## config.mk

```make
export PLATFORM = sky130hd
export DESIGN_NAME = calc_sequencer
export DESIGN_NICKNAME = d
export VERILOG_FILES = /design/src/rtl/calc_sequencer.sv
export SDC_FILE = /design/constraint.sdc
export NUM_CORES = 1
export LEC_CHECK = 0
export CORE_MARGIN = 3
export CORE_UTILIZATION = 45
export DETAILED_ROUTE_END_ITERATION = 6
export PLACE_DENSITY = 0.64
export SLEW_MARGIN = 5
export SYNTH_ARGS = -nofsm -noshare
export SYNTH_HDL_FRONTEND = slang
export SYNTH_SLANG_ARGS = --single-unit
export TNS_END_PERCENT = 30
```

## constraint.sdc

```tcl
create_clock -name clk -period 4.8 [get_ports clk]
set_input_delay 0.96 -clock clk [delete_from_list [all_inputs] [get_ports clk]]
set_output_delay 0.96 -clock clk [all_outputs]
set_load 0.05 [all_outputs]
```

## src/rtl/calc_sequencer.sv

```systemverilog
// Multi-cycle arithmetic controller: one-cycle ADD/SUB, bit-serial shift-add MUL
// and restoring DIV behind a start/busy/done handshake, with a global ena stall.
module calc_sequencer #(
  parameter int unsigned W = 4
) (
  input  logic           clk,
  input  logic           rst,
  input  logic           ena,
  input  logic           start,
  input  logic [1:0]     op,
  input  logic [W-1:0]   a,
  input  logic [W-1:0]   b,
  output logic           busy,
  output logic           done,
  output logic [2*W-1:0] result,
  output logic           err
);

  localparam int unsigned CW = (W > 1) ? $clog2(W) : 1;

  typedef enum logic {
    IDLE,
    EXEC
  } state_e;

  typedef enum logic [1:0] {
    OP_ADD = 2'b00,
    OP_SUB = 2'b01,
    OP_MUL = 2'b10,
    OP_DIV = 2'b11
  } op_e;

  state_e         state_q, state_d;
  op_e            op_q, op_d;
  logic [CW-1:0]  cnt_q, cnt_d;
  logic [2*W-1:0] mcand_q, mcand_d;   // zero-extended a; shifted left per MUL step
  logic [W-1:0]   opb_q, opb_d;       // b; shifted right per MUL step, divisor for DIV
  logic [W-1:0]   quo_q, quo_d;       // dividend bits out, quotient bits in
  logic [2*W-1:0] acc_q, acc_d;       // product, or remainder in the low W bits
  logic [2*W-1:0] result_q, result_d;
  logic           done_q, done_d;
  logic           err_q, err_d;

  logic [2*W-1:0] add_res, sub_res, mul_sum;
  logic [W:0]     rem_sh;
  logic           rem_ge;
  logic [W-1:0]   rem_nx, quo_nx;
  logic           last;

  assign add_res = mcand_q + {{W{1'b0}}, opb_q};
  assign sub_res = mcand_q - {{W{1'b0}}, opb_q};
  assign mul_sum = acc_q + (opb_q[0] ? mcand_q : '0);
  assign rem_sh  = {acc_q[W-1:0], quo_q[W-1]};
  assign rem_ge  = rem_sh >= {1'b0, opb_q};
  // rem_sh - b is below b whenever it is taken, so it always fits in W bits
  assign rem_nx  = rem_ge ? W'(rem_sh - {1'b0, opb_q}) : rem_sh[W-1:0];
  assign quo_nx  = (quo_q << 1) | W'(rem_ge);
  assign last    = (cnt_q == '0);

  always_comb begin
    state_d  = state_q;
    op_d     = op_q;
    cnt_d    = cnt_q;
    mcand_d  = mcand_q;
    opb_d    = opb_q;
    quo_d    = quo_q;
    acc_d    = acc_q;
    result_d = result_q;
    err_d    = err_q;
    done_d   = 1'b0;

    unique case (state_q)
      IDLE: begin
        if (start) begin
          state_d = EXEC;
          op_d    = op_e'(op);
          cnt_d   = CW'(W - 1);
          mcand_d = {{W{1'b0}}, a};
          opb_d   = b;
          quo_d   = a;
          acc_d   = '0;
          err_d   = 1'b0;
        end
      end
      EXEC: begin
        cnt_d = cnt_q - 1'b1;
        unique case (op_q)
          OP_ADD: begin
            state_d  = IDLE;
            done_d   = 1'b1;
            result_d = add_res;
          end
          OP_SUB: begin
            state_d  = IDLE;
            done_d   = 1'b1;
            result_d = sub_res;
          end
          OP_MUL: begin
            acc_d   = mul_sum;
            mcand_d = mcand_q << 1;
            opb_d   = opb_q >> 1;
            if (last) begin
              state_d  = IDLE;
              done_d   = 1'b1;
              result_d = mul_sum;
            end
          end
          OP_DIV: begin
            if (opb_q == '0) begin
              state_d  = IDLE;
              done_d   = 1'b1;
              result_d = '1;
              err_d    = 1'b1;
            end else begin
              acc_d = {{W{1'b0}}, rem_nx};
              quo_d = quo_nx;
              if (last) begin
                state_d  = IDLE;
                done_d   = 1'b1;
                result_d = {rem_nx, quo_nx};
              end
            end
          end
        endcase
      end
    endcase
  end

  always_ff @(posedge clk or posedge rst) begin
    if (rst) begin
      state_q  <= IDLE;
      op_q     <= OP_ADD;
      cnt_q    <= '0;
      mcand_q  <= '0;
      opb_q    <= '0;
      quo_q    <= '0;
      acc_q    <= '0;
      result_q <= '0;
      done_q   <= 1'b0;
      err_q    <= 1'b0;
    end else if (ena) begin
      state_q  <= state_d;
      op_q     <= op_d;
      cnt_q    <= cnt_d;
      mcand_q  <= mcand_d;
      opb_q    <= opb_d;
      quo_q    <= quo_d;
      acc_q    <= acc_d;
      result_q <= result_d;
      done_q   <= done_d;
      err_q    <= err_d;
    end
  end

  assign busy   = (state_q == EXEC);
  assign done   = done_q;
  assign result = result_q;
  assign err    = err_q;

endmodule
```

==> qor.yml <==
run_status:
  status: "finished clean"
grt:
  grt_pass1_vias: 2299
  grt_max_degree: 40
  grt_pass1_wl_um: 11530
  grt_antenna_before_repair: 0
  grt_overflow_total: 0
  grt_usage_pct: 20.29
final_layout:
  syn_to_final_growth_pct: 13.20
  ff_latch_area_um2: 975.9
  finalInstanceArea_um2: 3156
  final_cell_mix: "nand2_1, dfrtp_1, o21ai_0, a21oi_1, clkdlybuf4s50_1"
  multi_input_area_um2: 1704
  diodes: 0
  final_nets: 382
  layout-drive-gt1-share_pct: 3.779
  final_common_cell: "nand2_1"
  fin_cells: 419
  nFillCells: 582
sta:
  setup_viol_count_final: 0
  worst_pin_slew_ps: 701.2
  clock_skew_ps: 8.454
  finalCritPeriodShare_pct: 58.51
  setup_ws_ps: 1991
  slew_viol_final: 0
  setup-tns-final_ps: 0
  period_needed_ps: 2809
  grt_setup_unrepaired: "false"
  fmax_mhz: 356.0
  slew-limit-headroom_pct: 53.14
  hold_violations: 0
synthesis:
  synthesis.area_um2: 2788
  synth_warnings: 0
  synth_edf_count: 0
  ys_seq_area_share_pct: 35.01
  synth_seq_cells: 39
  async_flop_share_pct: 100.0
  avgSynthCellArea_um2: 8.577
  synth_fp_nets: 364
  syn_inst: 325
  ys_types: 46
  synth-main-ff-cell: "dfrtp_1"
placed_design:
  place.port_buffers: 24
  dp_slack_ps: 1870
  place_hpwl_um: 5290
  dp_cells: 411
  postPlaceCellArea_um2: 3074
  place_congestion: 0.9159
clock_tree:
  clkTransAtPathRegs_ps: 80
  hold_buffers: 0
  cts_sinks: 39
  cts-root-buf: "clkbuf_8"
  clk_latency_ps: 300
  numCtsBuffers: 5
  cts_tree: "built"
  cts_setup_buffers: 0
  h-tree-depth: 2
  cts_buffer_depth: 2
  cts_resized: 0
routing:
  drt-vias-per-instance: 5.685
  drc: 0
  drt_iter0_markers: 163
  routed_wl_um: 6875
  avgRoutedWirePerCell_um: 16.41
  vias: 2382
  drt_first_pass_iters: 4
  postRouteAntennaNets: 0
floorplanning:
  die_h_um: 84.71
  ios: 25
  fp.dieArea_um2: 7175
  dieWidth_um: 84.71
  start_util_pct: 46.81
  rows: 28
  core_area_um2: 5956
pwr:
  p_per_area_nw_per_um2: 789.6
  ir_drop_mv: 0.3172
  p_leak_nw: 1.430
critical_path:
  reg2reg_slack_ps: 1990
  cp_cell_sequence: "nand2b_1 > mux2i_1 > fa_1 > a211oi_1 > o21bai_1 > a21oi_1 > xor2_1 > a2bb2oi_1 > a31oi_1"
  cp_slowest_cell: "dfrtp_1"
  cp.arrival_ps: 2980
  reg2regPathDepth: 9
  cp_max_fo: 19
  required_ps: 4970
  max_stage_delay_ps: 690
  end_kind: "flop"
  regToRegStartpoint: "op_q[1]$_DFFE_PP0P_"
  cp-endpoint: "result[6]$_DFFE_PP0P_"
  critPathKind: "reg2reg"
  r2r-end: "result[6]$_DFFE_PP0P_"
  start_kind: "flop"
  cp-startpoint: "op_q[1]$_DFFE_PP0P_"
worst_hold_path:
  min_path_type: "reg2reg"
  worstHoldStart: "result[2]$_DFFE_PP0P_"
flow_run:
  maxCapViolations: 0
[worst max-delay path, delay by kind of cell, from the launching register on]
family | cells | cell delay [ps]
AOI/OAI and AO/OA | 5 | 910
DFF | 1 | 690
adders and majority gates | 1 | 470
and+or+nand+nor | 1 | 300
xor gates and xnor gates | 1 | 170
muxes | 1 | 150
[synthesized netlist by cell type (2+ instances only)]
cell | number | area [um^2]
a211oi_1 | 6 | 45.04
a21o_1 | 5 | 37.54
a21oi_1 | 26 | 130.1
a221o_1 | 2 | 20.02
a22o_1 | 3 | 26.28
a31oi_1 | 4 | 25.02
and2_1 | 10 | 62.56
and3_1 | 2 | 12.51
buf_2 | 2 | 10.01
clkbuf_1 | 11 | 41.29
dfrtp_1 | 39 | 975.9
fa_1 | 3 | 60.06
ha_1 | 22 | 275.3
inv_1 | 12 | 45.04
mux2_2 | 2 | 22.52
mux2i_1 | 10 | 100.1
nand2_1 | 42 | 157.7
nand2b_1 | 9 | 56.30
nand3_1 | 2 | 10.01
nor2_1 | 22 | 82.58
nor2b_1 | 5 | 31.28
nor3_1 | 7 | 35.03
o2111ai_1 | 2 | 17.52
o211ai_1 | 4 | 30.03
o21a_1 | 4 | 30.03
o21ai_0 | 38 | 190.2
o21bai_1 | 2 | 15.01
xnor2_1 | 8 | 70.07
xor2_1 | 4 | 35.03
[worst min path at each step]
stage | endpoint | slack, ps | depth (start not counted)
floorplan | quo_q[2]$_DFFE_PP0P_ | 470 | 2
global placement | result[2]$_DFFE_PP0P_ | 470 | 2
detailed placement | result[2]$_DFFE_PP0P_ | 480 | 2
CTS | result[2]$_DFFE_PP0P_ | 490 | 2
global route | acc_q[6]$_DFFE_PP0P_ | 530 | 1
finish | result[2]$_DFFE_PP0P_ | 490 | 2
[kinds of logic (layout without fill, tap and decap cells)]
group | count (synthesis) | count (layout) | synth area share [%]
compound gates | 106 | 106 | 23.34
xor+xnor | 12 | 12 | 3.770
fa+ha+maj | 25 | 25 | 12.03
buf+inv | 27 | 46 | 3.860
flops | 39 | 39 | 35.01
mux | 12 | 12 | 4.399
simple gates | 104 | 104 | 17.59
[sequential cells by signal (all words and copies together) (netlist names)]
signal and cells:
cnt_q 2, busy 1, done 1, mcand_q 8, acc_q 8, quo_q 4, result 8, err 1
opb_q 4, op_q 2
[metrics by stage]
stage	total power [W]	util (%)	hold slack, ps
final	0.002492	52.98	486.2
after floorplan	0.001841	-	467.0
after detailed placement	0.002257	51.62	475.9
after global placement	0.002249	51.62	469.4
after global routing	0.002722	52.98	533.7
after CTS	0.002487	52.98	494.7
[final cells by class]
type | count | area share, %
Sequential cell | 39 | 30.93
Clock inverter | 1 | 0.1586
Timing Repair Buffer | 26 | 8.089
Multi-Input combinational cell | 259 | 54.00
Tap cell | 75 | 2.974
Clock buffer | 7 | 2.419
Inverter | 12 | 1.427
[power by group]
group / internal, W / leakage, nW / switching, W
sequential: 0.000465 / 0.496 / 0.000178
clock: 0.000102 / 0.0422 / 0.000122
combinational: 0.000656 / 0.892 / 0.000967
[per-layer routing]
metal / global-route usage (%) / wire length [um]
met1: 27.83 / 3218
met2: 32.38 / 3131
met3: 3.533 / 345
met4: 6.906 / 180
met5: 0 / 0
Note: power is estimated with default switching activity, not from simulation.
==> patch 1: new RTL, same settings <==
Set the parameter `W` to 2 (it was 4).
--- a/src/rtl/calc_sequencer.sv
+++ b/src/rtl/calc_sequencer.sv
@@ -3,3 +3,3 @@
 module calc_sequencer #(
-  parameter int unsigned W = 4
+  parameter int unsigned W = 2
 ) (
Interface: changed (resized a, b and result); port bits go from 25 to 17. The function was not compared with the original's and may differ.
==> patch 1 against the unedited design <==
Utilization up 1.6 points; power down 52%; first-iteration DRC count down 74%; largest cell class unchanged; global-route usage down 3.3 points; highest routed layer unchanged; design area down 47%; setup slack worse by 110 ps; wire length down 57%; sequential cell count down 17; area after synthesis down 48%.
==> patch 1: results (changes against the unedited design) <==
Power and ir drop
  • Peak VDD IR: 0.264 mV (-17%)
  • Pleak: 0.784 nW (-45%)
  • Power Sequential: 0.367 mW (-43%)

Setup path
  • CP endpoint: busy
  • CP startpoint: busy$_DFFE_PP0P_
  • CP max FO: 18 (-1)
  • R2R cell count: 11 (+2)
  • Critical Path AT: 1950 ps (-1030 ps)
  • Register-to-register setup slack: 2380 ps (+390 ps)

STA
  • Worst slew margin: 42.9% (-10 points)
  • PnR worst setup slack: 1890 ps (-106 ps)
  • Clk_skew: 2.50 ps (-5.95 ps)

Detailed routing
  • DR iter-0 viols: 42 (-74%)
  • Post-DR wirelength/cell: 13.6 microns (-17%)
  • Vias: 1111 (-53%)

Outcome
  • Outcome: complete, no violations

Clock tree
  • Clock root buffer: clkbuf_4
  • Worst-path clk slew: 120 ps (+40 ps)

Global route
  • Global-route wire length before repair: 5350 microns (-54%)
  • GRT met2 Usage: 27.4% (-5.0 points)
  • Largest net degree at the start of global routing: 23 (-43%)
  • Vias in the first global route: 1111 (-52%)

Placement
  • IO Port Bufs: 16 (-33%)
  • Final Wtd Congestion: 0.842 (-8.1%)
  • Post-Place Worst Slack: 2100 ps (+226 ps)
  • Estimated wirelength of the detail-placed design: 2320 microns (-56%)

Logic synthesis
  • Syn Area/Cell: 9.12 sq um (+6.3%)
  • Synth top cells by count: 22 x dfrtp_1, 18 x nand2_1, 16 x nor2_1, 16 x o21ai_0, 11 x inv_1

Cells and area
  • Final instance area: 1680 sq um (-47%)

Worst hold path
  • Hold Path Depth: 1 (-1)
-- patch 1: cell count changes after synthesis, sizes merged, moves of 4 or more --
cell    before  now
clkbuf      11    1
a21oi       27   10
o211ai       4    0
and2        10    3
nand2       42   19
xnor2        8    0
o21ai       39   18
a211oi       6    1
dfrtp       39   22
nor3         8    0
o21a         4    0
nor2        22   16
ha          22   10
-- patch 1: final cells by class --
| class | count | share of cell area, % |
|---|---|---|
| clock buffer | 4 | 2.16 |
| inverter | 12 | 2.68 |
| multi-input combinational | 121 | 49.6 |
| tap | 44 | 3.28 |
| sequential | 22 | 32.8 |
| timing repair buffer | 16 | 9.53 |
-- patch 1: cells by family after synthesis --
group | after synthesis | synth area share [%]
buffers and inverters | 17 | 5.14
and+or+nand+nor | 53 | 17.8
DFF | 22 | 37.7
adders and majority gates | 12 | 11.3
AOI/OAI and AO/OA | 43 | 18.3
xor gates and xnor gates | 4 | 3.34
muxes | 9 | 6.35
==> patch 2: new RTL, config.mk and constraints unchanged <==
Made on the original files. Register the output `result` once more, cleared by the reset; this adds one clock of latency there. The other outputs are not delayed to match.
--- a/src/rtl/calc_sequencer.sv
+++ b/src/rtl/calc_sequencer.sv
@@ -156,3 +156,9 @@
   assign done   = done_q;
-  assign result = result_q;
+  always_ff @(posedge clk or posedge rst) begin
+    if (rst) begin
+      result <= '0;
+    end else begin
+      result <= result_q;
+    end
+  end
   assign err    = err_q;
Behaviour: not the same (Yosys sat finds a counterexample within 4 cycles, from zero or initial values and one cycle with rst high).
==> patch 2 against the unedited design <==
Design area up 8.7%; fmax down 7.8%; first-iteration DRC count down 11%; non-clock buffer count down 1; utilization down 0.18 points; critical path type unchanged; die area up 10%; setup slack worse by 240 ps; wire length up 5.5%; largest power group unchanged; area after synthesis up 11%; power up 8.6%; sequential cell count up 8.
==> patch 2: results (changes against the unedited design) <==
Outcome
  • Outcome: complete, no violations

Cells and area
  • Final-stage net count: 391 (+2.4%)
  • Layout cells sized above 1: 6.80% (+3.0 points)
  • # fillers: 609 (+4.6%)

Placement
  • Estimated wirelength of the detail-placed design: 5390 microns (+1.9%)
  • Final Wtd Congestion: 0.828 (-9.6%)

Worst hold path
  • Hold Path Depth: 0 (-2)
  • Hold Crit Endpoint: result[0]$_DFF_PP0_
  • Hold_sp: result_q[0]$_DFFE_PP0P_

Detailed routing
  • Post-DR wirelength/cell: 16.9 microns (+2.8%)
  • Drt first pass iters: 6 (+2)
  • DR iter-0 viols: 145 (-11%)
  • Via density: 5.73 (+0.88%)

Logic synthesis
  • Syn_nets: 373 (+2.5%)
  • Synth unique cells: 53 (+15%)
  • Dominant cells by area after synthesis: dfrtp_1 38%, ha_1 8.9%, o21ai_0 6.0%
  • Seq/Total Area, Yosys: 38.0% (+3.0 points)
  • Synth top cells by count: 47 x dfrtp_1, 39 x nand2_1, 37 x o21ai_0

Setup path
  • R2R cell count: 10 (+1)
  • R2R Path End: result_q[5]$_DFFE_PP0P_
  • Critical Path AT: 3260 ps (+280 ps)
  • Register-to-register setup slack: 1750 ps (-240 ps)
  • CP max FO: 18 (-1)

STA
  • Worst slew margin: 32.5% (-21 points)

Global route
  • Met1 global-route usage: 28.0% (+0.14 points)
  • Routing usage on met3: 4.06% (+0.52 points)
  • Global-route usage over all layers: 19.8% (-0.53 points)
  • Vias in the first global route: 2464 (+7.2%)
  • Global-route wire length before repair: 12100 microns (+5.0%)
  • Largest net degree at the start of global routing: 48 (+20%)

Power and ir drop
  • Peak VDD IR: 0.374 mV (+18%)
  • Pleak: 1.52 nW (+6.1%)
## patch 2: worst max path at each step
stage / to / slack [ps] / cells after the start
after CTS: result_q[5]$_DFFE_PP0P_ / 1820 / 10
final: result_q[5]$_DFFE_PP0P_ / 1750 / 10
after floorplan: result_q[5]$_DFFE_PP0P_ / 2090 / 11
after detailed placement: result_q[5]$_DFFE_PP0P_ / 1840 / 10
after global routing: result_q[5]$_DFFE_PP0P_ / 1600 / 10
after global placement: result_q[5]$_DFFE_PP0P_ / 1900 / 10
## patch 2: cell type report
class,count,area (sq um),area share [%]
timing repair buffer,25,248,7.22
multi-input combinational,260,1780,51.9
tap,77,96.3,2.81
sequential,47,1180,34.3
clock inverter,1,5.00,0.146
inverter,13,48.8,1.42
clock buffer,7,76.3,2.23
## patch 2: cell families after synthesis
kind of cell             count (synthesis)  share of synthesized area [%]
AO/OA/AOI/OAI                           98                           20.9
multiplexers                            16                           5.38
flip-flops                              47                           38.0
buffers and inverters                   27                           4.41
adder cells (fa/ha/maj)                 25                           10.8
AND/OR/NAND/NOR                        110                           17.3
XOR/XNOR                                11                           3.12
## patch 2: stage by stage
| step | hold WS [ps] | total power, mW | std cells | utilization (%) | cell area (sq um) |
|---|---|---|---|---|---|
| 3_5_place_dp | 366 | 2.46 | 422 | 51.6 | 3350 |
| 2_1_floorplan | 350 | 2.05 | 334 | - | 3090 |
| 3_3_place_gp | 362 | 2.43 | 422 | 51.6 | 3350 |
| 5_1_grt | 397 | 2.95 | 430 | 52.8 | 3430 |
| 4_1_cts | 385 | 2.70 | 430 | 52.8 | 3430 |
| 6_report | 381 | 2.70 | 430 | 52.8 | 3430 |
## patch 2: metal layers
metal / wire, microns / part of all wire [%]
met5: 0 / 0
met4: 70 / 0.96
met3: 298 / 4.1
met2: 3270 / 45
met1: 3620 / 50
## patch 2: critical path: stages, from the launching register on
cell and delay [ps]:
dfrtp_1 730, nand2b_1 290, nor2b_1 180, xnor2_1 140, ha_1 310, o21ai_0 160, a21oi_1 100, or4b_2 620
a41oi_1 180, a31oi_1 70, a31oi_1 190
## patch 2: power breakdown
part	internal (mW)	switching, mW	total (mW)	leakage (nW)
clock network	0.103	0.134	0.236	0.0422
registers	0.564	0.182	0.747	0.582
logic	0.704	1.02	1.72	0.893
